==> src/rtl/decode_pkg.sv <==
// decode_pkg
//   Shared opcode constants, bundle type codes, the instruction class enum and
//   helper functions used by the decode stage.
//   Instruction format: op = {instr[15:12], instr[7:4]}, fields instr[11:8] and instr[3:0].
package decode_pkg;

    // R-ALU / I-type operation nibbles
    localparam logic [3:0] OP_AND = 4'b0001;
    localparam logic [3:0] OP_OR  = 4'b0010;
    localparam logic [3:0] OP_XOR = 4'b0011;
    localparam logic [3:0] OP_ADD = 4'b0101;
    localparam logic [3:0] OP_SUB = 4'b1001;
    localparam logic [3:0] OP_CMP = 4'b1011;
    localparam logic [3:0] OP_MOV = 4'b1101;
    localparam logic [3:0] OP_MUL = 4'b1110;

    // Top-nibble groups and their sub-codes in instr[7:4]
    localparam logic [3:0] GRP_RALU  = 4'b0000;
    localparam logic [3:0] GRP_MEM   = 4'b0100;
    localparam logic [3:0] GRP_SHIFT = 4'b1000;
    localparam logic [3:0] GRP_LUI   = 4'b1111;
    localparam logic [3:0] SUB_LOAD  = 4'b0000;
    localparam logic [3:0] SUB_STORE = 4'b0100;
    localparam logic [3:0] SUB_LSH   = 4'b0100;
    localparam logic [3:0] SUB_ASHU  = 4'b0110;

    // Canonical ALU op codes emitted for the immediate shift and LUI
    localparam logic [7:0] ALU_OP_LSH = {GRP_SHIFT, SUB_LSH};
    localparam logic [7:0] ALU_OP_MOV = {4'b0000, OP_MOV};

    // Bundle type codes
    localparam logic [1:0] TYPE_ALU   = 2'b00;
    localparam logic [1:0] TYPE_STORE = 2'b01;
    localparam logic [1:0] TYPE_LOAD  = 2'b10;

    typedef enum logic [2:0] {
        CLS_ILLEGAL,
        CLS_RALU,
        CLS_SHIFT,
        CLS_ITYPE,
        CLS_LSHI,
        CLS_LUI,
        CLS_LOAD,
        CLS_STORE
    } instr_class_e;

    // True for the eight nibbles shared by R-ALU and I-type encodings
    function automatic logic is_alu_code(input logic [3:0] code);
        return code inside {OP_AND, OP_OR, OP_XOR, OP_ADD, OP_SUB, OP_CMP, OP_MOV, OP_MUL};
    endfunction

    // Arithmetic immediates are sign-extended, logical ones and MOVI zero-extended
    function automatic logic imm_is_signed(input logic [3:0] code);
        return code inside {OP_ADD, OP_SUB, OP_CMP, OP_MUL};
    endfunction

    // Which decoded register fields the instruction reads: {reads_rdest, reads_rsrc}.
    // code is the operation nibble (instr[7:4] for R-ALU, instr[15:12] for I-type);
    // MOV/MOVI overwrite rdest without reading it. LOAD's address register sits in rsrc.
    function automatic logic [1:0] read_set(input instr_class_e cls, input logic [3:0] code);
        logic [1:0] rs;
        rs = 2'b00;
        case (cls)
            CLS_RALU:             rs = {code != OP_MOV, 1'b1};
            CLS_SHIFT, CLS_STORE: rs = 2'b11;
            CLS_ITYPE:            rs = {code != OP_MOV, 1'b0};
            CLS_LSHI:             rs = 2'b10;
            CLS_LOAD:             rs = 2'b01;
            default:              rs = 2'b00;
        endcase
        return rs;
    endfunction

endpackage

==> src/rtl/decode_logic.sv <==
// decode_logic
//   Purely combinational decoder: one 16-bit instruction in, decoded bundle
//   plus register read flags out. Registers and handshakes live in decode_stage.
// Ports
//   instr        in   16      raw instruction
//   alu_op       out  8       canonical ALU op code
//   rdest/rsrc   out  REG_AW  register indices (zero-extended nibbles)
//   imm          out  DATA_W  extended immediate
//   use_imm      out  1       ALU B operand is imm
//   itype        out  2       TYPE_ALU / TYPE_STORE / TYPE_LOAD
//   is_load      out  1       LOAD instruction
//   illegal      out  1       unrecognised encoding
//   reads_rdest  out  1       instruction reads the rdest field register
//   reads_rsrc   out  1       instruction reads the rsrc field register
module decode_logic #(
    parameter int DATA_W = 16,
    parameter int REG_AW = 4
) (
    input  logic [15:0]       instr,
    output logic [7:0]        alu_op,
    output logic [REG_AW-1:0] rdest,
    output logic [REG_AW-1:0] rsrc,
    output logic [DATA_W-1:0] imm,
    output logic              use_imm,
    output logic [1:0]        itype,
    output logic              is_load,
    output logic              illegal,
    output logic              reads_rdest,
    output logic              reads_rsrc
);
    import decode_pkg::*;

    logic [3:0]   top;
    logic [3:0]   low;
    logic [3:0]   field_hi;
    logic [3:0]   field_lo;
    logic [3:0]   op_code;
    instr_class_e cls;

    assign top      = instr[15:12];
    assign field_hi = instr[11:8];
    assign low      = instr[7:4];
    assign field_lo = instr[3:0];

    // Classify the encoding. The group checks are ordered so that the fixed
    // top nibbles (shift, LUI, memory) win before the generic I-type match.
    always_comb begin
        cls = CLS_ILLEGAL;
        if (top == GRP_RALU && is_alu_code(low))
            cls = CLS_RALU;
        else if (top == GRP_SHIFT && (low == SUB_LSH || low == SUB_ASHU))
            cls = CLS_SHIFT;
        else if (top == GRP_SHIFT && low[3:1] == 3'b000)
            cls = CLS_LSHI;
        else if (top == GRP_LUI)
            cls = CLS_LUI;
        else if (top == GRP_MEM && low == SUB_LOAD)
            cls = CLS_LOAD;
        else if (top == GRP_MEM && low == SUB_STORE)
            cls = CLS_STORE;
        else if (is_alu_code(top))
            cls = CLS_ITYPE;
    end

    assign op_code = (cls == CLS_ITYPE) ? top : low;
    assign {reads_rdest, reads_rsrc} = read_set(cls, op_code);

    // Build the bundle fields. Everything defaults to zero so an illegal
    // instruction carries no operands, immediate or type information.
    always_comb begin
        alu_op  = 8'h00;
        rdest   = '0;
        rsrc    = '0;
        imm     = '0;
        use_imm = 1'b0;
        itype   = TYPE_ALU;
        is_load = 1'b0;
        illegal = 1'b0;
        case (cls)
            CLS_RALU: begin
                alu_op = {4'b0000, low};
                rdest  = REG_AW'(field_hi);
                rsrc   = REG_AW'(field_lo);
            end
            CLS_SHIFT: begin
                alu_op = {top, low};
                rdest  = REG_AW'(field_hi);
                rsrc   = REG_AW'(field_lo);
            end
            CLS_ITYPE: begin
                alu_op  = {4'b0000, top};
                rdest   = REG_AW'(field_hi);
                use_imm = 1'b1;
                imm     = imm_is_signed(top) ? DATA_W'($signed(instr[7:0]))
                                             : DATA_W'(instr[7:0]);
            end
            CLS_LSHI: begin
                alu_op  = ALU_OP_LSH;
                rdest   = REG_AW'(field_hi);
                use_imm = 1'b1;
                imm     = DATA_W'($signed(instr[4:0]));
            end
            CLS_LUI: begin
                alu_op  = ALU_OP_MOV;
                rdest   = REG_AW'(field_hi);
                use_imm = 1'b1;
                imm     = DATA_W'({instr[7:0], 8'h00});
            end
            CLS_LOAD: begin
                itype   = TYPE_LOAD;
                is_load = 1'b1;
                rsrc    = REG_AW'(field_hi);
                rdest   = REG_AW'(field_lo);
            end
            CLS_STORE: begin
                itype = TYPE_STORE;
                rsrc  = REG_AW'(field_hi);
                rdest = REG_AW'(field_lo);
            end
            default: begin
                illegal = 1'b1;
            end
        endcase
    end

endmodule

==> src/rtl/decode_stage.sv <==
// decode_stage
//   Registered decode pipeline stage between fetch and register-read/ALU.
//   One instruction is accepted per valid/ready transfer; its decoded bundle
//   appears one cycle later and is held stable until downstream consumes it.
//   With HAZARD_EN=1 an instruction reading the destination of a held LOAD
//   waits, producing a single bubble.
// Ports
//   clk, rst_n          clock, synchronous active-low reset
//   flush               drop held bundle and incoming instruction
//   in_valid/in_ready   fetch-side handshake, in_instr raw instruction
//   out_valid/out_ready downstream handshake
//   out_alu_op, out_rdest, out_rsrc, out_imm, out_use_imm,
//   out_type, out_is_load, out_illegal   registered decoded bundle
module decode_stage #(
    parameter int DATA_W    = 16,
    parameter int REG_AW    = 4,
    parameter int HAZARD_EN = 1
) (
    input  logic              clk,
    input  logic              rst_n,
    input  logic              flush,
    input  logic              in_valid,
    output logic              in_ready,
    input  logic [15:0]       in_instr,
    output logic              out_valid,
    input  logic              out_ready,
    output logic [7:0]        out_alu_op,
    output logic [REG_AW-1:0] out_rdest,
    output logic [REG_AW-1:0] out_rsrc,
    output logic [DATA_W-1:0] out_imm,
    output logic              out_use_imm,
    output logic [1:0]        out_type,
    output logic              out_is_load,
    output logic              out_illegal
);
    import decode_pkg::*;

    logic [7:0]        dec_alu_op;
    logic [REG_AW-1:0] dec_rdest;
    logic [REG_AW-1:0] dec_rsrc;
    logic [DATA_W-1:0] dec_imm;
    logic              dec_use_imm;
    logic [1:0]        dec_type;
    logic              dec_is_load;
    logic              dec_illegal;
    logic              dec_reads_rdest;
    logic              dec_reads_rsrc;
    logic              hazard;
    logic              accept;

    decode_logic #(
        .DATA_W (DATA_W),
        .REG_AW (REG_AW)
    ) u_decode (
        .instr       (in_instr),
        .alu_op      (dec_alu_op),
        .rdest       (dec_rdest),
        .rsrc        (dec_rsrc),
        .imm         (dec_imm),
        .use_imm     (dec_use_imm),
        .itype       (dec_type),
        .is_load     (dec_is_load),
        .illegal     (dec_illegal),
        .reads_rdest (dec_reads_rdest),
        .reads_rsrc  (dec_reads_rsrc)
    );

    // Load-use check: the held LOAD's data is not available to the next
    // stage in time, so a consumer of its destination must wait one cycle.
    // Illegal instructions report no reads and therefore never stall here.
    always_comb begin
        hazard = 1'b0;
        if (HAZARD_EN != 0) begin
            hazard = out_valid && out_is_load && in_valid &&
                     ((dec_reads_rdest && dec_rdest == out_rdest) ||
                      (dec_reads_rsrc  && dec_rsrc  == out_rdest));
        end
    end

    assign in_ready = rst_n && !flush && (!out_valid || out_ready) && !hazard;
    assign accept   = in_valid && in_ready;

    // Output register: reset clears everything, flush only invalidates,
    // an accept loads a fresh bundle, and a lone consume empties the stage.
    // During a stall none of these fire, so every out_* bit holds.
    always_ff @(posedge clk) begin
        if (!rst_n) begin
            out_valid   <= 1'b0;
            out_alu_op  <= 8'h00;
            out_rdest   <= '0;
            out_rsrc    <= '0;
            out_imm     <= '0;
            out_use_imm <= 1'b0;
            out_type    <= TYPE_ALU;
            out_is_load <= 1'b0;
            out_illegal <= 1'b0;
        end else if (flush) begin
            out_valid <= 1'b0;
        end else if (accept) begin
            out_valid   <= 1'b1;
            out_alu_op  <= dec_alu_op;
            out_rdest   <= dec_rdest;
            out_rsrc    <= dec_rsrc;
            out_imm     <= dec_imm;
            out_use_imm <= dec_use_imm;
            out_type    <= dec_type;
            out_is_load <= dec_is_load;
            out_illegal <= dec_illegal;
        end else if (out_ready) begin
            out_valid <= 1'b0;
        end
    end

endmodule
==> config.mk <==
export PLATFORM = sky130hd
export DESIGN_NAME = decode_stage
export DESIGN_NICKNAME = d
export VERILOG_FILES = /design/src/rtl/decode_pkg.sv /design/src/rtl/decode_logic.sv /design/src/rtl/decode_stage.sv
export SDC_FILE = /design/constraint.sdc
export NUM_CORES = 1
export LEC_CHECK = 0
export ABC_AREA = 1
export ABC_CLOCK_PERIOD_IN_PS = 5200
export CORE_MARGIN = 4
export CORE_UTILIZATION = 50
export CTS_CLUSTER_DIAMETER = 200
export DETAILED_ROUTE_END_ITERATION = 10
export GPL_ROUTABILITY_DRIVEN = 0
export GPL_TIMING_DRIVEN = 0
export PLACE_DENSITY = 0.87
export SLEW_MARGIN = 20
export SYNTH_ARGS = -nofsm -noshare
export SYNTH_HDL_FRONTEND = slang
export SYNTH_SLANG_ARGS = --single-unit
==> constraint.sdc <==
create_clock -name clk -period 5.2 [get_ports clk]
set_input_delay 1.56 -clock clk [delete_from_list [all_inputs] [get_ports clk]]
set_output_delay 1.56 -clock clk [all_outputs]
set_load 0.05 [all_outputs]
==> results.yml, run 1 <==
outcome:
  status: "finished clean"
yosys:
  ys.flop_type: "dfxtp_1"
  avgSynthCellArea_um2: 6.099
  synth_seq_cells: 37
  synthTopCellsByCount: "120 x nand2_1, 50 x nor2_1, 42 x inv_1, 37 x dfxtp_1, 25 x nand4_1"
  synth_seq_area_share: 0.3383
  yosys_warnings: 0
  synthArstFlopShare: 0
  yosysMostFrequentCell: "nand2_1"
  synth_cells: 359
  synthesis.nets: 380
  synth_cell_types: 27
  synth-edff-count: 0
  synth.area.top_cells: "dfxtp_1 34%, nand2_1 21%, nor2_1 8.6%"
  netlist_area_um2: 2190
  post-synth-top-area-cell: "dfxtp_1"
  synth_top_area_frac: 0.3383
layout:
  fin_area_um2: 3093
  stdcell_count: 481
  drive_above_1_share: 0.1230
  nFillCells: 325
  syn2layout_area_growth_pct: 41.26
  finalNetCount: 451
  multiInputGateArea_um2: 1247
  regArea_um2: 740.7
  antennaDiodeCount: 0
die:
  start_util: 0.5321
  num_rows: 23
  die_h_um: 74.18
  die_area_um2: 5502
  fp.dieW_um: 74.18
  coreArea_um2: 4115
  ioPinCount: 60
setup_path:
  setup.worst_path.start: "rst_n"
  cp.arrival_ns: 3.53
  cp.required_ns: 3.64
  cp-end-kind: "primary output"
  path_depth: 7
  path_cells: "clkdlybuf4s50_1, inv_1, or2_2, a21oi_4, clkbuf_2, a21boi_2, buf_6"
  cpMaxStageDelayCell: "clkdlybuf4s50_1"
  max_stage_delay_ns: 0.58
  rr_startpoint: "out_rdest[2]$_SDFFE_PN0P_"
  endpoint: "in_ready"
  crit_fanout: 10
  crit_type: "primary input to primary output"
  r2r_setup_slack_ns: 3.49
  crit_path_start_kind: "primary input"
  r2r_end: "out_imm[8]$_SDFFE_PN0P_"
  crit_family: "buffers and inverters"
  path_buf_inv: 4
  r2r_cells: 9
global_route:
  grt_max_degree: 14
  grt.total_usage: 0.2482
  grt_overflow: 0
  antenna_found_initial: 0
  grt_first_pass_wirelength_um: 10620
  grt_pass1_vias: 2445
clock_network:
  cts_made_buffers: 5
  root_buffer: "clkbuf_8"
  cts_sinks: 37
  clk_latency_ns: 0.30
  clkTransAtPathRegs_ns: 0.08
  cts_max_level: 2
  clockBufferDepth: 2
  tritoncts: "done"
drt:
  wl_per_cell_um: 13.94
  routed_wl_um: 6704
  first_pass_iters: 4
  drtIter0Drc: 207
  vias: 2588
  viasPerCell: 5.380
  drc: 0
  ant_nets: 0
power:
  p_switching_w: 0.0002415
  pwr-share-comb: 0.234
  power.density_nw_per_um2: 256.0
  internal_power_w: 0.0005503
  ir_worst_vdd_mv: 0.1992
  p_leak_nw: 1.486
  p_sw_frac: 0.3050
  seq_power_share: 0.380
  clkPwrFrac: 0.387
timing:
  min_period_over_period: 0.9780
  slew_viol_final: 0
  finalHoldViolCount: 0
  setup_viol: 0
  fin_ws_ns: 0.1146
  fmax_mhz: 196.6
  worst_slew_pin_slew_ns: 0.5358
  fin_skew_ns: 0.009474
  whs_ns: 0.4413
  maxSlewHeadroom: 0.6417
  finalCriticalPeriod_ns: 5.085
placed_design:
  port_buffers: 58
  dp_cells: 467
  hpwl_um: 4694
  postPlaceCellArea_um2: 2833
  place_ws_ns: -0.8320
run:
  max-cap-violations: 0
hold_path:
  hold_path_class: "flip-flop to flip-flop"
[tightest hold or removal path: cells and delay by family, from the launching register on]
| kind | cells | cell delay (ns) |
|---|---|---|
| flops | 1 | 0.32 |
| simple gates | 2 | 0.09 |
[metrics by stage]
stage / TNS [ns] / util / power (W)
after global routing: -0.03252 / 0.7516 / 0.0008193
after CTS: 0 / 0.7391 / 0.0007878
after floorplan: 0 / - / 0.0004204
after detailed placement: -0.8320 / 0.6884 / 0.0004810
final: 0 / 0.7516 / 0.0007917
after global placement: -0.8344 / 0.6884 / 0.0004785
[layout by cell type (no fill, tap or decap), types with 8 or more instances in the layout]
| master | Yosys | final |
|---|---|---|
| dfxtp_1 | 37 | 37 |
| nor2_1 | 50 | 47 |
| nand3_1 | 12 | 10 |
| clkbuf_1 | 9 | 8 |
| a21oi_1 | 15 | 14 |
| nand2_1 | 120 | 118 |
| inv_1 | 42 | 40 |
| nand4_1 | 25 | 25 |
| clkdlybuf4s50_1 | 0 | 49 |
| o21ai_0 | 12 | 12 |
| buf_4 | 2 | 8 |
[registers in the layout, indices dropped and copies added (netlist names)]
name,flops
out_imm,16
out_alu_op,8
out_rdest,4
out_rsrc,4
out_type,2
out_illegal,1
out_use_imm,1
out_valid,1
[worst min path at each step]
stage / from / to / cells after the start
3_5_place_dp: out_alu_op[4]$_SDFFE_PN0P_ / out_alu_op[4]$_SDFFE_PN0P_ / 2
6_report: out_alu_op[4]$_SDFFE_PN0P_ / out_alu_op[4]$_SDFFE_PN0P_ / 2
4_1_cts: out_alu_op[5]$_SDFFE_PN0P_ / out_alu_op[5]$_SDFFE_PN0P_ / 2
3_3_place_gp: out_alu_op[5]$_SDFFE_PN0P_ / out_alu_op[5]$_SDFFE_PN0P_ / 2
5_1_grt: out_alu_op[6]$_SDFFE_PN0P_ / out_alu_op[6]$_SDFFE_PN0P_ / 2
2_1_floorplan: out_alu_op[4]$_SDFFE_PN0P_ / out_alu_op[4]$_SDFFE_PN0P_ / 2
[power groups by stage]
| stage | clock, W | sequential (W) | combinational, W |
|---|---|---|---|
| after detailed placement | 0 | 0.000307 | 0.000174 |
| final | 0.000306 | 0.000301 | 0.000185 |
| after global placement | 0 | 0.000307 | 0.000172 |
| after floorplan | 0 | 0.000344 | 0.0000768 |
| after CTS | 0.000309 | 0.000301 | 0.000179 |
| after global routing | 0.000317 | 0.000302 | 0.000201 |
[metal layers]
layer	GRT usage	routed length, um
met2	0.4390	3252
met3	0.04865	527
met4	0.1006	194
met5	0	0
met1	0.2930	2730
[cells by family after synthesis]
group | count (synthesis) | synth area share
flops | 37 | 0.3383
buf+inv | 63 | 0.1229
xor+xnor | 1 | 0.004001
compound gates | 36 | 0.09372
simple gates | 222 | 0.4411
[area by class of cell]
| class | count | share of cell area |
|---|---|---|
| repair buffers | 64 | 0.2043 |
| clock buffers | 5 | 0.02225 |
| multi-input cells | 259 | 0.4033 |
| well taps | 50 | 0.02023 |
| inverters | 47 | 0.05785 |
| plain buffers | 16 | 0.03034 |
| flip-flops and latches | 37 | 0.2395 |
| clock inverters | 3 | 0.02225 |
[repair_timing]
item / in CTS / in global routing
resized for setup: 21 / 13
pin swaps: 3 / 1
hold endpoints to repair: 0 / 0
hold buffers: 0 / 0
setup buffers: 5 / 1
setup endpoints to repair: 1 / 1
No activity file was read; power rests on OpenSTA's default activity.
==> inputs of run 2 (changes only) <==
--- a/config.mk
+++ b/config.mk
@@ -6,14 +6,14 @@
 export NUM_CORES = 1
 export LEC_CHECK = 0
 export ABC_AREA = 1
-export ABC_CLOCK_PERIOD_IN_PS = 5200
+export ABC_CLOCK_PERIOD_IN_PS = 4800
 export CORE_MARGIN = 4
-export CORE_UTILIZATION = 50
+export CORE_UTILIZATION = 48
 export CTS_CLUSTER_DIAMETER = 200
 export DETAILED_ROUTE_END_ITERATION = 10
 export GPL_ROUTABILITY_DRIVEN = 0
 export GPL_TIMING_DRIVEN = 0
-export PLACE_DENSITY = 0.87
+export PLACE_DENSITY = 0.84
 export SLEW_MARGIN = 20
 export SYNTH_ARGS = -nofsm -noshare
 export SYNTH_HDL_FRONTEND = slang
==> constraint.sdc (replaced) <==
create_clock -name clk -period 4.8 [get_ports clk]
set_input_delay 1.44 -clock clk [delete_from_list [all_inputs] [get_ports clk]]
set_output_delay 1.44 -clock clk [all_outputs]
set_load 0.05 [all_outputs]
==> run 2 against run 1 <==
Net effect:
- non-clock buffer count rose by 4
- routed wire length rose by 2.9%
- first-iteration DRC count rose by 2.9%
- register-to-register slack got worse by 0.41 ns
- power rose by 8.3%
- clock power rose by 7.5%
- hold slack improved by 0.0030 ns
- clock skew fell by 0.0012 ns
- sequential power rose by 8.0%
- sequential cell count did not move
- sequential share of layout area barely moved
==> results.yml, run 2 (synthesized netlist as in run 1, its figures left out) <==
clock_network:
  cts_sinks: 37
  clk_latency_ns: 0.30
  clkTransAtPathRegs_ns: 0.08
  ctsHoldBuffers: 0
  clockBufferDepth: 2
  cts_made_buffers: 5
  cts_max_level: 2
  tritoncts: "done"
  root_buffer: "clkbuf_8"
timing:
  slew_viol_final: 0
  min_period_over_period: 0.9911
  fin_skew_ns: 0.008262
  fin_ws_ns: 0.04251
  fmax_mhz: 210.2
  worst_slew_pin_slew_ns: 0.5188
  setup_viol: 0
  finalHoldViolCount: 0
  finalCriticalPeriod_ns: 4.757
  maxSlewHeadroom: 0.6530
drt:
  viasPerCell: 5.398
  routed_wl_um: 6899
  vias: 2629
  drc: 0
  first_pass_iters: 5
  drtIter0Drc: 213
  ant_nets: 0
  wl_per_cell_um: 14.17
hold_path:
  hold_path_class: "flip-flop to flip-flop"
  holdPathStages: 2
  min-delay-start: "out_alu_op[5]$_SDFFE_PN0P_"
  hold_end: "out_alu_op[5]$_SDFFE_PN0P_"
setup_path:
  cpMaxStageDelayCell: "dlygate4sd2_1"
  cp.required_ns: 3.36
  crit_fanout: 4
  max_stage_delay_ns: 0.28
  cp.arrival_ns: 3.32
  crit_path_start_kind: "primary input"
  r2r_cells: 9
  path_cells: "dlygate4sd2_1, inv_1, nand2_1, nand3_2, nor2_4, nor2_2, nand2_2, nand2_1, nand2_1, nand2_1, nand2_1, nor2_1, nand3_1, nand2_2, a21boi_2, buf_6"
  crit_type: "primary input to primary output"
  cp_common_cell: "nand2_1"
  setup.worst_path.start: "in_instr[5]"
  r2r_setup_slack_ns: 3.08
  r2r_end: "out_imm[9]$_SDFFE_PN0P_"
  rr_startpoint: "out_rdest[2]$_SDFFE_PN0P_"
  cp-end-kind: "primary output"
power:
  p_leak_nw: 1.475
  ir_worst_vdd_mv: 0.1769
  clkPwrFrac: 0.384
  seq_power_share: 0.380
  p_sw_frac: 0.3041
  power.density_nw_per_um2: 277.5
  pwr-share-comb: 0.237
  internal_power_w: 0.0005967
  p_switching_w: 0.0002607
die:
  fp.dieW_um: 75.54
  die_area_um2: 5706
  num_rows: 24
  coreArea_um2: 4384
  ioPinCount: 60
  die_h_um: 75.54
  start_util: 0.4994
layout:
  regArea_um2: 740.7
  top_register: "out_imm"
  nFillCells: 378
  multiInputGateArea_um2: 1237
  drive_above_1_share: 0.1494
  fin_area_um2: 3089
  finalNetCount: 455
  antennaDiodeCount: 0
  largest_reg_flops: 16
  reg_top3: "out_imm x16, out_alu_op x8"
  syn2layout_area_growth_pct: 41.09
  final_common_cell: "nand2_1"
  layout_common_cells: "117 x nand2_1, 48 x clkdlybuf4s50_1, 47 x nor2_1"
  finish.utilization: 0.7046
placed_design:
  place_ws_ns: -1.004
  port_buffers: 58
  postPlaceCellArea_um2: 2835
  hpwl_um: 4753
global_route:
  grt_overflow: 0
  antenna_found_initial: 0
  grt_pass1_vias: 2382
  grt_max_degree: 14
  grt.total_usage: 0.2340
  grt_first_pass_wirelength_um: 10320
run:
  max-cap-violations: 0
outcome:
  status: "finished clean"
==> run 2: area by class of cell <==
class	count	area share
multi-input cells	259	0.4006
repair buffers	68	0.2049
inverters	47	0.05792
clock buffers	5	0.02228
clock inverters	3	0.02228
flip-flops and latches	37	0.2398
well taps	52	0.02106
plain buffers	16	0.03119
==> run 2: timing repair <==
item / in CTS / in global routing
setup buffers: 3 / 7
pin swaps: 4 / 3
endpoints found under the setup margin: 1 / 1
gates resized for setup: 31 / 19
==> run 2: stage by stage <==
| stage | cells | hold WS (ns) | TNS, ns | total power, W |
|---|---|---|---|---|
| floorplan | 359 | 0.6585 | 0 | 0.0004555 |
| global placement | 469 | 0.4241 | -1.002 | 0.0005185 |
| detailed placement | 469 | 0.4368 | -1.004 | 0.0005221 |
| CTS | 480 | 0.4506 | 0 | 0.0008504 |
| global route | 487 | 0.4621 | -0.03699 | 0.0008916 |
| finish | 487 | 0.4444 | 0 | 0.0008574 |
==> run 2: worst max-delay path, delay by kind of cell <==
family          cells  cell delay (ns)
simple gates       12             1.06
buf+inv             3             0.60
compound gates      1             0.20
==> run 2: power by group through the flow <==
stage / Clock, W / Combinational [W] / Sequential (W)
after floorplan: 0 / 0.0000832 / 0.000372
after global placement: 0 / 0.000186 / 0.000332
after detailed placement: 0 / 0.000189 / 0.000333
after CTS: 0.000332 / 0.000194 / 0.000325
after global routing: 0.000346 / 0.000219 / 0.000326
final: 0.000329 / 0.000203 / 0.000325
==> run 2: worst max path at each step <==
stage / endpoint / slack, ns / depth (start not counted)
detailed placement: in_ready / -1.00 / 7
global route: in_ready / -0.04 / 17
global placement: in_ready / -1.00 / 7
finish: in_ready / 0.04 / 16
CTS: in_ready / 0.007 / 7
floorplan: in_ready / 0.09 / 5
==> run 2: per-layer routing <==
layer	wire length, um	track usage
met2	3187	0.3672
met5	0	0
met3	684	0.05805
met4	270	0.1087
met1	2756	0.3021
==> inputs of run 3 (changes only) <==
--- a/config.mk
+++ b/config.mk
@@ -8,12 +8,14 @@
 export ABC_AREA = 1
 export ABC_CLOCK_PERIOD_IN_PS = 4800
 export CORE_MARGIN = 4
-export CORE_UTILIZATION = 48
+export CORE_UTILIZATION = 50
+export CTS_BUF_LIST = sky130_fd_sc_hd__clkbuf_4
 export CTS_CLUSTER_DIAMETER = 200
 export DETAILED_ROUTE_END_ITERATION = 10
 export GPL_ROUTABILITY_DRIVEN = 0
 export GPL_TIMING_DRIVEN = 0
-export PLACE_DENSITY = 0.84
+export HOLD_SLACK_MARGIN = 0.15
+export PLACE_DENSITY = 0.87
 export SLEW_MARGIN = 20
 export SYNTH_ARGS = -nofsm -noshare
 export SYNTH_HDL_FRONTEND = slang
==> run 3 against run 2 <==
Net effect:
- routed wire length down 4.6%
- register-to-register slack barely moved
- clock skew increased by 0.0021 ns
- first-iteration DRC count fell by 13%
- fmax is 1.4% higher
- sequential cell count unchanged
- power decreased by 5.7%
- utilization up 4.0 points
- sequential share of layout area is 0.19 points higher
- largest power group is now sequential cells
- die area shrank 3.6%
==> results.yml, run 3 (synthesized netlist as in run 1, its figures left out) <==
outcome:
  status: "finished clean"
layout:
  antennaDiodeCount: 0
  layout_common_cells: "116 x nand2_1, 48 x clkdlybuf4s50_1, 45 x nor2_1"
  finalNetCount: 452
  final_common_cell: "nand2_1"
  largest_reg_flops: 16
  top_register: "out_imm"
  reg_top3: "out_imm x16, out_alu_op x8"
  drive_above_1_share: 0.1505
  syn2layout_area_growth_pct: 40.00
clock_network:
  ctsHoldBuffers: 0
  clkTransAtPathRegs_ns: 0.13
  cts_max_level: 2
  clk_latency_ns: 0.36
  cts_made_buffers: 5
  tritoncts: "done"
  root_buffer: "clkbuf_4"
  cts_sinks: 37
  clockBufferDepth: 2
power:
  power.density_nw_per_um2: 263.7
  clkPwrFrac: 0.349
  p_sw_frac: 0.3189
  seq_power_share: 0.404
  p_switching_w: 0.0002577
  pwr-share-comb: 0.248
  p_leak_nw: 1.455
  ir_worst_vdd_mv: 0.1968
  internal_power_w: 0.0005505
drt:
  drtIter0Drc: 185
  drc: 0
  ant_nets: 0
  first_pass_iters: 5
  viasPerCell: 5.378
  wl_per_cell_um: 13.66
  vias: 2592
  routed_wl_um: 6582
hold_path:
  hold_path_class: "flip-flop to flip-flop"
  min-delay-start: "out_alu_op[4]$_SDFFE_PN0P_"
timing:
  slew_viol_final: 0
  finalHoldViolCount: 0
  fin_skew_ns: 0.01033
  fmax_mhz: 213.1
  worst_slew_pin_slew_ns: 0.5286
  setup_viol: 0
  whs_ns: 0.4464
  fin_setup_tns_ns: 0
  min_period_over_period: 0.9775
  maxSlewHeadroom: 0.6465
  finalCriticalPeriod_ns: 4.692
setup_path:
  cp.arrival_ns: 3.25
  rr_startpoint: "out_rdest[2]$_SDFFE_PN0P_"
  cp-end-kind: "primary output"
  cp.required_ns: 3.36
  cpMaxStageDelayCell: "dlygate4sd2_1"
  crit_path_start_kind: "primary input"
  crit_fanout: 5
  cp_common_cell: "nand2_1"
  setup.worst_path.start: "in_instr[6]"
  max_stage_delay_ns: 0.28
  crit_family: "simple AND/OR/NAND/NOR gates"
  path_cells: "dlygate4sd2_1, inv_2, nand2_1, nor2_2, nand2_4, nand2_4, nor2_4, nand2_2, nand2_1, nand2_2, nand2_1, nand2_1, nor2_1, nand3_1, nand2_2, a21boi_2, buf_6"
  path_buf_inv: 3
  crit_type: "primary input to primary output"
global_route:
  grt_pass1_vias: 2392
  grt_overflow: 0
  grt_max_degree: 14
  grt_first_pass_wirelength_um: 10470
  grt.total_usage: 0.2431
  antenna_found_initial: 0
die:
  die_h_um: 74.18
  ioPinCount: 60
  coreArea_um2: 4115
  fp.dieW_um: 74.18
  start_util: 0.5321
  die_area_um2: 5502
  num_rows: 23
run:
  max-cap-violations: 0
placed_design:
  hpwl_um: 4694
  port_buffers: 58
[run 3: cell types whose count changed in the layout (fill, tap and decap cells not counted), sizes merged]
cell | previous run | this run
dlygate4sd2 | 1 | 3
buf | 19 | 15
dlymetal6s2s | 1 | 0
clkbuf | 18 | 20
clkdlybuf4s15 | 2 | 0
[run 3: worst register-to-register path: cells and delay by family, from the launching register on]
family          cells  cell delay [ns]
buf+inv             2             0.41
simple gates        5             0.53
flops               1             0.38
compound gates      2             0.36
[run 3: cell type report]
| cell class | instances | area, um2 |
|---|---|---|
| inverters | 47 | 178.9 |
| flip-flops and latches | 37 | 740.7 |
| fillers | 325 | 1050 |
| well taps | 50 | 62.56 |
| clock inverters | 3 | 68.82 |
| clock buffers | 5 | 37.54 |
| plain buffers | 16 | 96.34 |
| repair buffers | 65 | 600.6 |
| multi-input cells | 259 | 1280 |
[run 3: final timing paths]
path,slack [ns],cells after the start,end
max reg2reg,3.07,9,out_imm[6]$_SDFFE_PN0P_
min reg2reg,0.45,2,out_alu_op[4]$_SDFFE_PN0P_
min,0.45,2,out_alu_op[4]$_SDFFE_PN0P_
max,0.11,17,in_ready
[run 3: per-stage QoR]
step	setup WS (ns)	util	cell area (um2)	power (W)	std cells
global placement	-0.9944	0.6884	2833	0.0005183	467
global route	-0.09829	0.7449	3065	0.0008366	482
finish	0.1080	0.7449	3065	0.0008083	482
CTS	0.07164	0.7352	3025	0.0008009	480
detailed placement	-0.9920	0.6884	2833	0.0005211	467
floorplan	0.09203	-	2190	0.0004555	359
[run 3: power by group through the flow]
| stage | logic (W) | registers (W) | clock network (W) |
|---|---|---|---|
| 3_5_place_dp | 0.000188 | 0.000333 | 0 |
| 3_3_place_gp | 0.000186 | 0.000332 | 0 |
| 4_1_cts | 0.000193 | 0.000326 | 0.000281 |
| 5_1_grt | 0.000218 | 0.000328 | 0.000292 |
| 6_report | 0.000200 | 0.000326 | 0.000282 |
| 2_1_floorplan | 0.0000832 | 0.000372 | 0 |
[run 3: timing repair]
item / in CTS / in global routing
pin swaps: 4 / 4
setup buffers: 5 / 2
endpoints found under the setup margin: 1 / 1
resized for setup: 32 / 25
hold endpoints to repair: 0 / 0
[run 3: layer usage]
metal | part of all wire | vias to the layer above | global-route usage
met5 | 0 | - | 0
met4 | 0.028 | 0 | 0.07445
met3 | 0.082 | 25 | 0.05000
met2 | 0.48 | 123 | 0.4350
met1 | 0.41 | 1161 | 0.2911
li1 | - | 1283 | -
